File: config.mk
export PLATFORM = sky130hd
export DESIGN_NAME = sprite_bounce_engine
export DESIGN_NICKNAME = d
export VERILOG_FILES = /design/src/rtl/sprite_bounce_engine.sv
export SDC_FILE = /design/constraint.sdc
export NUM_CORES = 1
export LEC_CHECK = 0
export CORE_MARGIN = 2
export CORE_UTILIZATION = 40
export CTS_CLUSTER_DIAMETER = 50
export DETAILED_ROUTE_END_ITERATION = 6
export PLACE_DENSITY_LB_ADDON = 0.25
export REMOVE_ABC_BUFFERS = 1
export SKIP_CTS_REPAIR_TIMING = 1
export SLEW_MARGIN = 40
export SYNTH_ARGS = -nofsm -noshare
export SYNTH_HDL_FRONTEND = slang
export SYNTH_SLANG_ARGS = --single-unit
File: constraint.sdc
create_clock -name clk -period 12 [get_ports clk]
set_input_delay 2.4 -clock clk [delete_from_list [all_inputs] [get_ports clk]]
set_output_delay 2.4 -clock clk [all_outputs]
set_load 0.02 [all_outputs]
File: src/rtl/sprite_bounce_engine.sv
// rtl/sprite_bounce_engine.sv - priority-composited bouncing sprite renderer with per-frame motion FSM
//
// Purpose:
//   Composites up to NUM_SPRITES scaled sprites over the VGA pixel stream.
//   Index 0 has the highest priority. Texels are fetched from an external
//   synchronous ROM. Once per frame a sequential FSM moves each sprite, one
//   sprite per clock, and bounces it off the screen walls.
// Ports:
//   clk, rst               pixel clock, synchronous active-high reset
//   pix_x, pix_y           current pixel coordinates
//   available              1 = visible region
//   frame_start            1-clk pulse at start of vertical blank
//   sprite_en              per-sprite enable (0 = hidden and frozen)
//   rom_addr, rom_data     texel fetch; data {R,G,B,A} valid 1 clk after address
//   red, green, blue       registered colour, 2 clk after pixel inputs
//   busy                   motion FSM is updating sprites
//   frame_cnt              number of accepted frame_start pulses
// Optional feature:
//   BORDER_DEBUG_EN        paints a white/red/green screen border on visible
//                          pixels not covered by an opaque sprite texel.
module sprite_bounce_engine #(
    parameter int  NUM_SPRITES = 4,
    parameter int  SPR_W       = 50,
    parameter int  SPR_H       = 67,
    parameter int  SCALE_SH    = 1,
    parameter int  SCREEN_W    = 640,
    parameter int  SCREEN_H    = 480,
    parameter int  ANIM_SH     = 4,
    localparam int ROM_AW      = $clog2(NUM_SPRITES * 2 * SPR_H * SPR_W)
) (
    input  logic                   clk,
    input  logic                   rst,
    input  logic [15:0]            pix_x,
    input  logic [15:0]            pix_y,
    input  logic                   available,
    input  logic                   frame_start,
    input  logic [NUM_SPRITES-1:0] sprite_en,
    output logic [ROM_AW-1:0]      rom_addr,
    input  logic [15:0]            rom_data,
    output logic [3:0]             red,
    output logic [3:0]             green,
    output logic [3:0]             blue,
    output logic                   busy,
    output logic [31:0]            frame_cnt
);

    localparam int SPAN_W = SPR_W << SCALE_SH;
    localparam int SPAN_H = SPR_H << SCALE_SH;
    localparam int IW     = (NUM_SPRITES > 1) ? $clog2(NUM_SPRITES) : 1;
    localparam logic signed [16:0] X_LIM = 17'(SCREEN_W - SPAN_W);
    localparam logic signed [16:0] Y_LIM = 17'(SCREEN_H - SPAN_H);

    typedef enum logic {IDLE, UPD} state_t;

    state_t            state_q, state_d;
    logic [IW-1:0]     idx_q, idx_d;
    logic [31:0]       frame_cnt_q, frame_cnt_d;
    logic              upd_en;

    logic [15:0]       x_q  [NUM_SPRITES];
    logic [15:0]       y_q  [NUM_SPRITES];
    logic signed [7:0] vx_q [NUM_SPRITES];
    logic signed [7:0] vy_q [NUM_SPRITES];

    logic [15:0]       x_nxt, y_nxt;
    logic signed [7:0] vx_nxt, vy_nxt;

    logic [NUM_SPRITES-1:0] hit;
    logic [IW-1:0]          sel;
    logic [15:0]            dx, dy;
    logic [ROM_AW-1:0]      rom_addr_d, rom_addr_q;
    logic                   hit_q, avail_q;
    logic [7:0]             pr, pg, pb;
    logic [3:0]             red_d, green_d, blue_d;
    logic [3:0]             red_q, green_q, blue_q;
`ifdef BORDER_DEBUG_EN
    logic [15:0]            px_q, py_q;
`endif

    // One axis of motion: returns {new position, new velocity}. The sum is
    // taken in 17b signed so an underflow past 0 is visible as negative.
    function automatic logic [23:0] bounce(input logic [15:0]        p,
                                           input logic signed [7:0]  v,
                                           input logic signed [16:0] lim);
        logic signed [16:0] n;
        logic signed [7:0]  nv;
        n  = $signed({1'b0, p}) + $signed({{9{v[7]}}, v});
        nv = -v;
        if (n < 0)
            return {16'd0, nv};
        else if (n > lim)
            return {lim[15:0], nv};
        else
            return {n[15:0], v};
    endfunction

    // Motion FSM: one sprite per clock while in UPD; disabled sprites still
    // take their slot so the sweep always lasts NUM_SPRITES clocks.
    always_comb begin
        state_d     = state_q;
        idx_d       = idx_q;
        frame_cnt_d = frame_cnt_q;
        upd_en      = 1'b0;
        case (state_q)
            IDLE: begin
                if (frame_start) begin
                    state_d     = UPD;
                    idx_d       = '0;
                    frame_cnt_d = frame_cnt_q + 32'd1;
                end
            end
            UPD: begin
                upd_en = sprite_en[idx_q];
                if (idx_q == IW'(NUM_SPRITES - 1))
                    state_d = IDLE;
                else
                    idx_d = idx_q + 1'b1;
            end
            default: state_d = IDLE;
        endcase
        {x_nxt, vx_nxt} = bounce(x_q[idx_q], vx_q[idx_q], X_LIM);
        {y_nxt, vy_nxt} = bounce(y_q[idx_q], vy_q[idx_q], Y_LIM);
    end

    always_ff @(posedge clk) begin
        if (rst) begin
            state_q     <= IDLE;
            idx_q       <= '0;
            frame_cnt_q <= '0;
            for (int i = 0; i < NUM_SPRITES; i++) begin
                x_q[i]  <= 16'((i * SPAN_W) / 2);
                y_q[i]  <= '0;
                vx_q[i] <= 8'sd2;
                vy_q[i] <= 8'(i + 1);
            end
        end else begin
            state_q     <= state_d;
            idx_q       <= idx_d;
            frame_cnt_q <= frame_cnt_d;
            if (upd_en) begin
                x_q[idx_q]  <= x_nxt;
                vx_q[idx_q] <= vx_nxt;
                y_q[idx_q]  <= y_nxt;
                vy_q[idx_q] <= vy_nxt;
            end
        end
    end

    // Stage 0: hit test in 17b so x+span cannot wrap, then lowest index wins.
    always_comb begin
        hit = '0;
        sel = '0;
        for (int i = 0; i < NUM_SPRITES; i++) begin
            hit[i] = sprite_en[i]
                   && ({1'b0, pix_x} >= {1'b0, x_q[i]})
                   && ({1'b0, pix_x} <  ({1'b0, x_q[i]} + 17'(SPAN_W)))
                   && ({1'b0, pix_y} >= {1'b0, y_q[i]})
                   && ({1'b0, pix_y} <  ({1'b0, y_q[i]} + 17'(SPAN_H)));
        end
        for (int i = NUM_SPRITES - 1; i >= 0; i--) begin
            if (hit[i])
                sel = IW'(i);
        end
        dx = pix_x - x_q[sel];
        dy = pix_y - y_q[sel];
        rom_addr_d = '0;
        if (|hit)
            rom_addr_d = ROM_AW'(((int'(sel) * 2 + int'(frame_cnt_q[ANIM_SH])) * SPR_H
                                  + int'(dy >> SCALE_SH)) * SPR_W + int'(dx >> SCALE_SH));
    end

    // Stage 1: an all-zero texel is transparent and shows background even
    // if a lower-priority sprite also covers this pixel.
    always_comb begin
        pr      = {4'b0, rom_data[15:12]} * {4'b0, rom_data[3:0]};
        pg      = {4'b0, rom_data[11:8]}  * {4'b0, rom_data[3:0]};
        pb      = {4'b0, rom_data[7:4]}   * {4'b0, rom_data[3:0]};
        red_d   = 4'h0;
        green_d = 4'h0;
        blue_d  = 4'h0;
        if (avail_q) begin
            if (hit_q && (rom_data != 16'h0000)) begin
                red_d   = 4'(pr >> 4);
                green_d = 4'(pg >> 4);
                blue_d  = 4'(pb >> 4);
            end
`ifdef BORDER_DEBUG_EN
            else if ((px_q == 16'd0 && py_q == 16'd0) ||
                     (px_q == 16'(SCREEN_W - 1) && py_q == 16'(SCREEN_H - 1))) begin
                red_d   = 4'hF;
                green_d = 4'hF;
                blue_d  = 4'hF;
            end else if (px_q == 16'd0 || px_q == 16'(SCREEN_W - 1)) begin
                red_d   = 4'hF;
            end else if (py_q == 16'd0 || py_q == 16'(SCREEN_H - 1)) begin
                green_d = 4'hF;
            end
`endif
        end
    end

    always_ff @(posedge clk) begin
        if (rst) begin
            rom_addr_q <= '0;
            hit_q      <= 1'b0;
            avail_q    <= 1'b0;
            red_q      <= 4'h0;
            green_q    <= 4'h0;
            blue_q     <= 4'h0;
`ifdef BORDER_DEBUG_EN
            px_q       <= '0;
            py_q       <= '0;
`endif
        end else begin
            rom_addr_q <= rom_addr_d;
            hit_q      <= |hit;
            avail_q    <= available;
            red_q      <= red_d;
            green_q    <= green_d;
            blue_q     <= blue_d;
`ifdef BORDER_DEBUG_EN
            px_q       <= pix_x;
            py_q       <= pix_y;
`endif
        end
    end

    assign rom_addr  = rom_addr_q;
    assign red       = red_q;
    assign green     = green_q;
    assign blue      = blue_q;
    assign busy      = (state_q == UPD);
    assign frame_cnt = frame_cnt_q;

endmodule

==> results of run 1 <==
-- worst max-delay path: cells and delay by family --
kind                     cells  cell delay (ps)
AO/OA/AOI/OAI               11             1720
XOR/XNOR                     6             1180
AND/OR/NAND/NOR             11             1940
multiplexers                 1              180
buffers and inverters        9             1130
adder cells (fa/ha/maj)      9             3290
-- report_power, final --
group          internal, uW  switching [uW]
clock                   642             444
combinational          2260            2080
sequential             1010            50.5
-- state kept, by name (all words and copies together), names as in the netlist, named ones only --
register	flops
x_q	64
y_q	64
frame_cnt	32
vx_q	32
vy_q	32
rom_addr	15
blue	4
green	4
red	4
idx_q	2
avail_q	1
busy	1
hit_q	1
-- per-layer routing --
layer	part of all wire, %	up-vias	global-route usage, %
met1	45	9910	31.6
met2	45	655	38.3
met3	7.0	130	4.55
met5	0.047	-	0
li1	-	10100	-
met4	2.9	6	7.31
-- cells in the final DEF (no fill, tap or decap), types with 33 or more instances in the layout --
master           synthesis  final
buf_4                    1    153
o21ai_0                133    125
a21o_1                  40     40
clkdlybuf4s50_1          0    109
xnor2_1                158    157
ha_1                   406    406
conb_1                   1     52
nand4_1                 43     43
edfxtp_1               192    192
nand2_1                184    184
nor3_1                  43     43
nor2_1                 316    312
a21oi_1                166    165
xor2_1                  66     66
inv_1                  249    248
clkbuf_16                0     39
nand3_1                 62     62
dfxtp_1                 66     64
and2_1                  33     33
mux4_2                  46     46
o211ai_1                45     45
-- logic make-up after synthesis --
logic type	after synthesis	synth area share, %
AOI/OAI and AO/OA	549	14.3
xor gates and xnor gates	225	8.15
adders and majority gates	429	22.8
buffers and inverters	312	4.87
DFF	258	29.1
muxes	62	5.00
other	1	0.0154
and+or+nand+nor	819	15.8
-- final cells by class --
cell class | instances | share of cell area [%]
Tap cell | 782 | 3.38
Multi-Input combinational cell | 2136 | 56.4
Clock buffer | 48 | 3.52
Clock inverter | 23 | 0.752
Inverter | 250 | 3.24
Timing Repair Buffer | 273 | 8.25
Sequential cell | 258 | 24.5
-- through the flow --
stage                     TNS [ps]  instances  cell area (um2)  utilization [%]
after detailed placement      -447       3699            27700             45.9
final                            0       3770            29000             48.1
after global routing         -13.2       3770            29000             48.1
after CTS                        0       3770            28900             48.0
after floorplan             -12320       2644            24300                -
after global placement        -172       3699            27700             45.9
-- path summary, 6_finish.rpt --
path	startpoint	end	slack (ps)
setup / recovery	pix_y[14]	rom_addr[14]$_SDFF_PP0_	620
setup reg to reg	y_q[2][2]$_SDFFCE_PN0P_	rom_addr[14]$_SDFF_PP0_	1110
hold / removal	frame_cnt[30]$_SDFFE_PP0P_	frame_cnt[30]$_SDFFE_PP0P_	510
hold reg to reg	frame_cnt[30]$_SDFFE_PP0P_	frame_cnt[30]$_SDFFE_PP0P_	510
==> impl_metrics.csv, run 1 <==
group,metric,value,unit
min_path,hold_path_depth,2,
synth,synth_top_area_share,23.7,%
layout,final_nets,3443,
cts,clk_latency,560,ps
grt,grtUsageTotal,23.5,%
synth,syn_area,24300,um2
grt,grt_pass1_wl,116,mm
timing,fin_ws,618,ps
floorplan,start_util,40.4,%
power_and_ir_drop,pwr_density_cell,224,nW/um2
power_and_ir_drop,power_leakage,0.0125,uW
floorplan,rows,90,
placement,io_buffer_count,115,
timing,holdWs,509,ps
timing,finClkSkew,14.8,ps
timing,slew_violations,0,
synth,syn_avg_cell_area,9.17,um2
layout,antenna_cells,0,
worst_setup_path,critical-path-max-stage-delay,540,ps
detailed_routing,num_vias,20800,
layout,fill_cells,5666,
detailed_routing,final_antenna_net_count,0,
floorplan,die_width,251,um
detailed_routing,vias_per_cell,5.52,
worst_setup_path,timing.reg2reg.worst_path_depth,52,
timing,worst_slew_pin_slew,873,ps
detailed_routing,drt-total-wl,74.5,mm
power_and_ir_drop,vdd_drop_max,0.515,mV
synth,synth-edff-count,192,
synth,yosysTopAreaCell,"edfxtp_1",
cts,clk_pin_slew,50,ps
floorplan,die_area,62900,um2
worst_setup_path,worstSetupPathType,"in -> reg",
cts,clockBufferDepth,3,
synth,synthTopCellsByCount,"406 x ha_1, 316 x nor2_1, 249 x inv_1",
worst_setup_path,cp.arrival,11870,ps
timing,finalHoldViolCount,0,
synth,netlist_instances,2655,
worst_setup_path,critPathCaptureType,"flop",
synth,synth.yosys.warnings,0,
flow_run,drv_cap,0,
synth,yosysSeqAreaShare,29.1,%
floorplan,io_pins,116,
status,outcome,"finished, final reports clean",
worst_setup_path,crit_path_max_fanout,5,
timing,slew_headroom,41.4,%
grt,grt_pass1_vias,20700,
layout,seqCellArea,7090,um2
grt,antenna_found_initial,4,
synth,synth.most_common_cell,"ha_1",
cts,cts_max_level,2,
cts,root_buffer,"clkbuf_16",
timing,timing.final.crit_share,94.8,%
power_and_ir_drop,totalPowerFinal,6480,uW
cts,cts-buffers-inserted,39,
placement,gp_congestion,0.956,
synth,yosys.cell_types.count,87,
layout,drive_above_1_share,10.5,%
min_path,hold_path_class,"reg -> reg",
synth,synthFlopType,"edfxtp_1",
detailed_routing,drc_errors,0,
detailed_routing,dr.first_iter.drc_count,1392,
layout,area_growth,19.0,%
placement,place_ws,-447,ps
synth,synth_area_leaders,"edfxtp_1 24%, ha_1 21%, xnor2_1 5.7%",
cts,cts_tree,"built",
detailed_routing,post_drt_wl_per_cell,19.8,um
grt,grt_overflow,0,
timing,fin_crit,11380,ps
synth,synthArstFlopShare,0,%
floorplan,core_area,60200,um2
detailed_routing,firstDrtPassIters,5,
synth,ys_seq_elements,258,
layout,multi_input_area,16300,um2
placement,hpwl,58.8,mm
floorplan,fp.dieH,251,um
worst_setup_path,startpoint_type,"primary input",
worst_setup_path,required,12490,ps
timing,setup-violations-final,0,
timing,max_freq,87.9,MHz
grt,grt_max_degree,57,
worst_setup_path,cp_slowest_cell,"fa_1",
cts,cts_num_sinks,258,
(Power assumes the default switching activity.)
==> run 2: changes to the inputs <==
--- a/config.mk
+++ b/config.mk
@@ -10,6 +10,7 @@
 export CTS_CLUSTER_DIAMETER = 50
 export DETAILED_ROUTE_END_ITERATION = 6
 export PLACE_DENSITY_LB_ADDON = 0.25
+export RECOVER_POWER = 100
 export REMOVE_ABC_BUFFERS = 1
 export SKIP_CTS_REPAIR_TIMING = 1
 export SLEW_MARGIN = 40
==> run 2 against run 1 <==
The run now ends with capacitance limit, slew limit left. Via count about the same. Power barely moved. Design area fell by 0.22%. Global-route usage stayed put. Setup slack worse by 21 ps. Combinational power is essentially flat. Core utilization is 0.11 points lower. Worst hold slack lost 4.0 ps. Sequential power hardly changed. Sequential share of layout area about the same. Clock-buffer cell count did not move. Register-to-register slack worse by 20 ps.
==> impl_metrics.csv, run 2 (same netlist as run 1, synthesis figures left out) <==
group,metric,value,unit
timing,holdWs,505,ps
worst_setup_path,crit_buf_inv,9,
worst_setup_path,timing.reg2reg.worst_path_depth,52,
layout,drive_above_1_share,9.97,%
timing,timing.final.crit_share,95.0,%
cts,cts-buffers-inserted,39,
detailed_routing,post_drt_wl_per_cell,19.7,um
power_and_ir_drop,p_clk_share,16.7,%
cts,cts_max_level,2,
status,outcome,"finished with violations",
floorplan,die_width,251,um
timing,fin_crit,11400,ps
layout,top_regs,"x_q (64), y_q (64)",
power_and_ir_drop,pwr_density_cell,224,nW/um2
floorplan,rows,90,
power_and_ir_drop,vdd_drop_max,0.524,mV
cts,cts_tree,"built",
floorplan,fp.dieH,251,um
grt,grt_pass1_wl,116,mm
worst_setup_path,path_depth,47,
power_and_ir_drop,totalPowerFinal,6480,uW
power_and_ir_drop,switching_share,39.7,%
layout,antenna_cells,0,
worst_setup_path,cp_slowest_cell,"fa_1",
placement,io_buffer_count,115,
placement,gp_congestion,0.956,
power_and_ir_drop,power_leakage,0.0127,uW
layout,final_cell_mix,"406 x ha_1, 312 x nor2_1, 248 x inv_1",
worst_setup_path,critPathCaptureType,"flop",
timing,slew_violations,349,
detailed_routing,drc_errors,0,
detailed_routing,firstDrtPassIters,6,
grt,grt_max_degree,57,
cts,cts_num_sinks,258,
detailed_routing,drt-total-wl,74.4,mm
floorplan,core_area,60200,um2
floorplan,io_pins,116,
layout,final_nets,3443,
grt,grt_overflow,0,
worst_setup_path,startpoint_type,"primary input",
power_and_ir_drop,combPwrFrac,67.0,%
placement,hpwl,58.8,mm
cts,clockBufferDepth,3,
floorplan,start_util,40.4,%
worst_setup_path,crit_path_max_fanout,5,
detailed_routing,dr.first_iter.drc_count,1323,
floorplan,die_area,62900,um2
worst_setup_path,worstSetupPathType,"in -> reg",
timing,setup-violations-final,0,
timing,slew_headroom,-146,%
cts,clk_latency,550,ps
min_path,hold_path_depth,2,
detailed_routing,vias_per_cell,5.52,
timing,finalHoldViolCount,0,
cts,root_buffer,"clkbuf_16",
worst_setup_path,critical-path-max-stage-delay,540,ps
cts,clk_pin_slew,50,ps
timing,max_freq,87.7,MHz
layout,area_growth,18.7,%
power_and_ir_drop,internal_power,3910,uW
power_and_ir_drop,switchingPower,2570,uW
timing,worst_slew_pin_slew,3690,ps
flow_run,drv_cap,11,
layout,final_common_cell,"ha_1",
detailed_routing,final_antenna_net_count,0,
detailed_routing,num_vias,20800,
worst_setup_path,cp.arrival,11890,ps
timing,finClkSkew,15.5,ps
grt,grtUsageTotal,23.5,%
grt,antenna_found_initial,4,
power_and_ir_drop,seq_power_share,16.3,%
min_path,hold_path_class,"reg -> reg",
worst_setup_path,required,12490,ps
grt,grt_pass1_vias,20700,
worst_setup_path,cp_top_family,"adder cells",
status,failed_checks,"capacitance limit, slew limit",
-- run 2: metal layers --
layer | vias to the layer above | share of wire (%) | track usage (%) | wire, um
li1 | 10100 | - | - | -
met1 | 9901 | 45 | 31.6 | 33700
met2 | 660 | 45 | 38.3 | 33400
met3 | 122 | 7.0 | 4.55 | 5220
met4 | 6 | 2.8 | 7.31 | 2100
met5 | - | 0.047 | 0 | 35
-- run 2: final timing paths --
check                               endpoint                  startpoint  slack, ps
setup / recovery     rom_addr[14]$_SDFF_PP0_                   pix_y[14]        600
hold / removal    frame_cnt[30]$_SDFFE_PP0P_  frame_cnt[30]$_SDFFE_PP0P_        500
setup reg to reg     rom_addr[14]$_SDFF_PP0_     y_q[2][2]$_SDFFCE_PN0P_       1090
hold reg to reg   frame_cnt[30]$_SDFFE_PP0P_  frame_cnt[30]$_SDFFE_PP0P_        500
-- run 2: power groups by stage --
| stage | sequential [uW] | clock (uW) | combinational [uW] |
|---|---|---|---|
| 5_1_grt | 1060 | 1140 | 4870 |
| 3_3_place_gp | 1070 | 0 | 4180 |
| 3_5_place_dp | 1070 | 0 | 4300 |
| 6_report | 1060 | 1080 | 4340 |
| 2_1_floorplan | 1060 | 0 | 2740 |
| 4_1_cts | 1060 | 1100 | 4330 |
-- run 2: through the flow --
stage / setup WS (ps) / setup TNS (ps) / utilization (%) / cell area [um2] / instances
after CTS: 74.1 / 0 / 48.0 / 28900 / 3770
after global placement: -172 / -172 / 45.9 / 27700 / 3699
final: 598 / 0 / 48.0 / 28900 / 3770
after global routing: -13.2 / -13.2 / 48.0 / 28900 / 3770
after detailed placement: -447 / -447 / 45.9 / 27700 / 3699
after floorplan: -2620 / -12320 / - / 24300 / 2644
-- run 2: final cells by class --
class                      instances  area, um2
sequential                       258       7090
multi-input combinational       2136      16300
fill                            5684      31300
inverter                         250        938
clock inverter                    23        218
timing repair buffer             273       2340
tap                              782        978
clock buffer                      48       1020
-- run 2: worst register-to-register path, delay by kind of cell (launching register included) --
family	cells	cell delay, ps
flip-flops	1	530
XOR/XNOR	7	1330
buffers and inverters	10	1070
multiplexers	1	230
AO/OA/AOI/OAI	14	2550
AND/OR/NAND/NOR	10	1610
adder cells (fa/ha/maj)	10	3520
==> run 3: changes to the inputs <==
--- a/config.mk
+++ b/config.mk
@@ -9,6 +9,7 @@
 export CORE_UTILIZATION = 40
 export CTS_CLUSTER_DIAMETER = 50
 export DETAILED_ROUTE_END_ITERATION = 6
+export DONT_BUFFER_PORTS = 1
 export PLACE_DENSITY_LB_ADDON = 0.25
 export RECOVER_POWER = 100
 export REMOVE_ABC_BUFFERS = 1
==> run 3 against run 2 <==
The run ends with DRC, capacitance limit, slew limit left. Global-route usage down 1.2 points. Fmax up 1.5%. Die area unchanged. Clock-buffer cell count up 1. Cell count down 6.4%. Sequential cell count unchanged. Power down 13%. Critical path type unchanged. Largest cell class unchanged.
==> impl_metrics.csv, run 3 (same netlist as run 1, synthesis figures left out) <==
group,metric,value,unit
status,outcome,"finished with violations",
status,failed_checks,"DRC, capacitance limit, slew limit",
layout,final_common_cell,"ha_1",
power_and_ir_drop,combPwrFrac,60.8,%
placement,io_buffer_count,0,
min_path,hold_path_end,"frame_cnt[16]$_SDFFE_PP0P_",
timing,holdWs,605,ps
cts,clk_latency,570,ps
detailed_routing,post_drt_wl_per_cell,19.8,um
floorplan,io_pins,116,
cts,clockBufferDepth,3,
grt,grt_pass1_vias,19800,
cts,cts_tree,"built",
worst_setup_path,required,12500,ps
layout,top_regs,"x_q (64), y_q (64)",
worst_setup_path,reg2reg_from,"y_q[2][2]$_SDFFCE_PN0P_",
timing,fin_ws,763,ps
worst_setup_path,crit_path_max_fanout,7,
layout,drive_above_1_share,6.12,%
min_path,hold_path_depth,2,
worst_setup_path,critPathCaptureType,"flop",
min_path,hold_start,"frame_cnt[16]$_SDFFE_PP0P_",
grt,grt_max_degree,57,
power_and_ir_drop,seq_power_share,19.0,%
timing,max_freq,89.0,MHz
worst_setup_path,crit_buf_inv,7,
detailed_routing,drc_errors,4,
timing,slew_violations,268,
floorplan,core_area,60200,um2
worst_setup_path,r2r-end,"rom_addr[14]$_SDFF_PP0_",
timing,worst_slew_pin_slew,3570,ps
cts,clk_pin_slew,60,ps
detailed_routing,num_vias,19700,
worst_setup_path,startpoint_type,"primary input",
timing,finClkSkew,22.7,ps
worst_setup_path,cp.arrival,11740,ps
worst_setup_path,cp_slowest_cell,"fa_1",
detailed_routing,dr.first_iter.drc_count,1457,
flow_run,drv_cap,8,
layout,fin_util,44.5,%
timing,setup-violations-final,0,
min_path,hold_path_class,"reg -> reg",
power_and_ir_drop,switchingPower,2330,uW
power_and_ir_drop,p_clk_share,20.2,%
grt,antenna_found_initial,3,
placement,hpwl,54.5,mm
placement,place_ws,101,ps
cts,root_buffer,"clkbuf_16",
worst_setup_path,cp_common_cell,"inv_1",
floorplan,start_util,40.4,%
power_and_ir_drop,vdd_drop_max,0.456,mV
timing,final.setup.tns,0,ps
floorplan,die_width,251,um
layout,fin_area,26800,um2
timing,fin_crit,11240,ps
placement,gp_congestion,0.954,
detailed_routing,firstDrtPassIters,7,
worst_setup_path,critical-path-max-stage-delay,510,ps
worst_setup_path,timing.reg2reg.worst_path_depth,51,
layout,final_cell_mix,"406 x ha_1, 314 x nor2_1, 249 x inv_1",
grt,grt_pass1_wl,110,mm
placement,dpl-instance-area,25500,um2
detailed_routing,vias_per_cell,5.59,
power_and_ir_drop,internal_power,3280,uW
timing,slew_headroom,-138,%
worst_setup_path,worstSetupPathType,"in -> reg",
timing,timing.final.crit_share,93.6,%
power_and_ir_drop,switching_share,41.6,%
power_and_ir_drop,power_leakage,0.0114,uW
layout,final_nets,3199,
floorplan,die_area,62900,um2
layout,fill_cells,5801,
floorplan,fp.dieH,251,um
layout,area_growth,10.2,%
worst_setup_path,cp_top_family,"adder cells",
cts,cts-buffers-inserted,39,
cts,cts_max_level,2,
power_and_ir_drop,pwr_density_cell,209,nW/um2
detailed_routing,final_antenna_net_count,0,
grt,grt_overflow,0,
timing,finalHoldViolCount,0,
grt,grtUsageTotal,22.3,%
worst_setup_path,reg2reg_slack,980,ps
detailed_routing,drt-total-wl,69.8,mm
floorplan,rows,90,
cts,cts_num_sinks,258,
run 3: through the flow:
| step | cells | total power (uW) |
|---|---|---|
| after floorplan | 2644 | 3800 |
| after global placement | 3453 | 4420 |
| after detailed placement | 3455 | 4460 |
| after CTS | 3526 | 5620 |
| after global routing | 3526 | 6130 |
| final | 3528 | 5610 |
run 3: worst max path at each step:
| stage | startpoint | end | slack, ps | cells past startpoint |
|---|---|---|---|---|
| 4_1_cts | y_q[2][2]$_SDFFCE_PN0P_ | rom_addr[14]$_SDFF_PP0_ | 620 | 49 |
| 2_1_floorplan | pix_x[0] | rom_addr[14]$_SDFF_PP0_ | -2620 | 45 |
| 5_1_grt | y_q[2][2]$_SDFFCE_PN0P_ | rom_addr[14]$_SDFF_PP0_ | -20 | 54 |
| 3_5_place_dp | pix_x[0] | rom_addr[14]$_SDFF_PP0_ | 100 | 43 |
| 3_3_place_gp | pix_x[0] | rom_addr[14]$_SDFF_PP0_ | 390 | 44 |
| 6_report | pix_x[0] | rom_addr[14]$_SDFF_PP0_ | 760 | 45 |
run 3: cell type report:
type / instances / area [um2] / share of cell area [%]
well taps: 782 / 978 / 3.65
repair buffers: 29 / 180 / 0.672
multi-input cells: 2136 / 16300 / 60.9
clock buffers: 49 / 1100 / 4.10
flip-flops and latches: 258 / 7090 / 26.4
inverters: 250 / 938 / 3.50
clock inverters: 22 / 199 / 0.742
diodes: 2 / 5.00 / 0.0187
run 3: power by group through the flow:
stage | Clock, uW | Sequential, uW | Combinational (uW)
floorplan | 0 | 1060 | 2740
global placement | 0 | 1080 | 3340
detailed placement | 0 | 1080 | 3370
CTS | 1160 | 1060 | 3400
global route | 1190 | 1070 | 3870
finish | 1130 | 1070 | 3410
run 3: per-layer routing:
metal | global-route usage (%) | wire, um | vias to the layer above
met5 | 0 | 34 | -
met4 | 8.73 | 2650 | 6
met3 | 4.74 | 5060 | 111
met2 | 35.7 | 30800 | 594
met1 | 29.5 | 31200 | 9383
li1 | - | - | 9641
run 3: tightest hold or removal path: cells and delay by family, from the launching register on:
| kind | cells | cell delay (ps) |
|---|---|---|
| DFF | 1 | 390 |
| AOI/OAI and AO/OA | 2 | 170 |
==> variant (flow settings as in run 2) <==
`rom_addr_q` no longer has a reset.
--- a/src/rtl/sprite_bounce_engine.sv
+++ b/src/rtl/sprite_bounce_engine.sv
@@ -202,5 +202,4 @@
     always_ff @(posedge clk) begin
         if (rst) begin
-            rom_addr_q <= '0;
             hit_q      <= 1'b0;
             avail_q    <= 1'b0;
@@ -213,5 +212,4 @@
 `endif
         end else begin
-            rom_addr_q <= rom_addr_d;
             hit_q      <= |hit;
             avail_q    <= available;
@@ -224,4 +222,8 @@
 `endif
         end
+    end
+
+    always_ff @(posedge clk) begin
+        rom_addr_q <= rom_addr_d;
     end
 
Formal check against the unedited RTL: not equivalent (Yosys sat finds a counterexample within 4 cycles, from zero or initial values and one cycle with rst high).
==> variant against run 2 <==
  * The flow still finishes with violations (capacitance limit, slew limit)
  * Largest cell class unchanged
  * Highest routed layer is now met4
  * Hold slack gained 0.015 ns
  * Global-route usage down 0.53 points
  * Final area fell by 1.9%
  * Critical endpoint is now rom_addr[14]
  * Sequential cell count unchanged
  * Wire length decreased by 1.7%
  * Setup slack better by 0.043 ns
  * Largest power group unchanged
  * Area after synthesis up 0.54%
  * Total power shrank 7.3%
==> variant: results (changes against run 2) <==
final std cells w/o fill 3681 (was 3770); Syn Inst Count 2657 (was 2655); vias in the first global route 20.64k (was 20.66k); maxcap violations 9 (was 11); slew margin rel. -1.627 (was -1.460); placed wire-length estimate 57910 µm (was 58780 µm); Seq/Total Area, Yosys 0.2895 (was 0.2911); largest net degree at the start of global routing 52 (was 57); Max clock buf depth 3 (unchanged); worst slack, placed -0.2274 ns (was -0.4475 ns); status finished, violations left (unchanged); first-pass GRT wire length 114000 µm (was 115500 µm); DR WL/cell 19.86 µm (was 19.73 µm); multiplexer area fraction after synthesis 0.05132 (was 0.04995); ranking of synthesized cells by area edfxtp_1 (24%), ha_1 (21%), xnor2_1 (5.4%) (was edfxtp_1 (24%), ha_1 (21%), xnor2_1 (5.7%)); Setup Skew 0.01856 ns (was 0.01549 ns); CP max stage cell clkdlybuf4s50_1 (was fa_1); Slew Limit Fails 349 (unchanged); via-per-instance ratio 5.573 (was 5.521); worst vdd ir 0.0003764 V (was 0.0005239 V); buffers added on ports 115 (unchanged); fin nets 3354 (was 3443); initial antenna violation count 0 (was 4); post-synthesis adder-cell area fraction 0.2263 (was 0.2276); Comb power frac 0.637 (was 0.670); cell area after placement 27110 µm² (was 27670 µm²); Pwr Total 6.008 mW (was 6.481 mW); Synth Area in Compound Gates 0.1511 (was 0.1432); DP Cell Count 3610 (was 3699); DRT Pass-1 Iters 5 (was 6); Net Switching 2.548 mW (was 2.572 mW); ys async rst share 0 (unchanged); GP Congestion 0.9486 (was 0.9559); critical path's largest stage delay 0.61 ns (was 0.54 ns); gr usage total 0.2302 (was 0.2355); P_leak 12.60 nW (was 12.70 nW); failing checks capacitance limit, slew limit (unchanged); Synth cell types 82 (was 87); top cells by count, synth ha_1 (406), nor2_1 (277), inv_1 (264) (was ha_1 (406), nor2_1 (316), inv_1 (249)); xor/xnor cell area share of the yosys netlist 0.08015 (was 0.08151); Max FO, Critical Path 7 (was 5); layout cell share with drive strength beyond 1 0.06968 (was 0.09973)
## variant: worst paths after layout
check / from / to / slack [ns] / cells after the start
worst max register to register: y_q[1][1] / rom_addr[14] / 1.11 / 46
worst min-delay path: frame_cnt[29] / frame_cnt[29] / 0.52 / 2
worst max-delay path: pix_x[2] / rom_addr[14] / 0.64 / 41
worst min register to register: frame_cnt[29] / frame_cnt[29] / 0.52 / 2
## variant: final cells by class
| cell class | count | area, µm² |
|---|---|---|
| flip-flops and latches | 258 | 7089 |
| clock inverters | 29 | 282.8 |
| inverters | 265 | 997.2 |
| fillers | 5756 | 32120 |
| well taps | 782 | 978.4 |
| multi-input cells | 2117 | 16350 |
| repair buffers | 188 | 1660 |
| clock buffers | 42 | 987.2 |
## variant: per-layer routing
metal  routed length (µm)  track usage  share of wire  up-vias
met5                    0            0              0        -
met4                 1836      0.06276          0.025        0
met3                 4426      0.03603          0.061       95
met2                33570       0.3835           0.46      535
met1                33280       0.3100           0.46     9869
li1                     -            -              -    10010
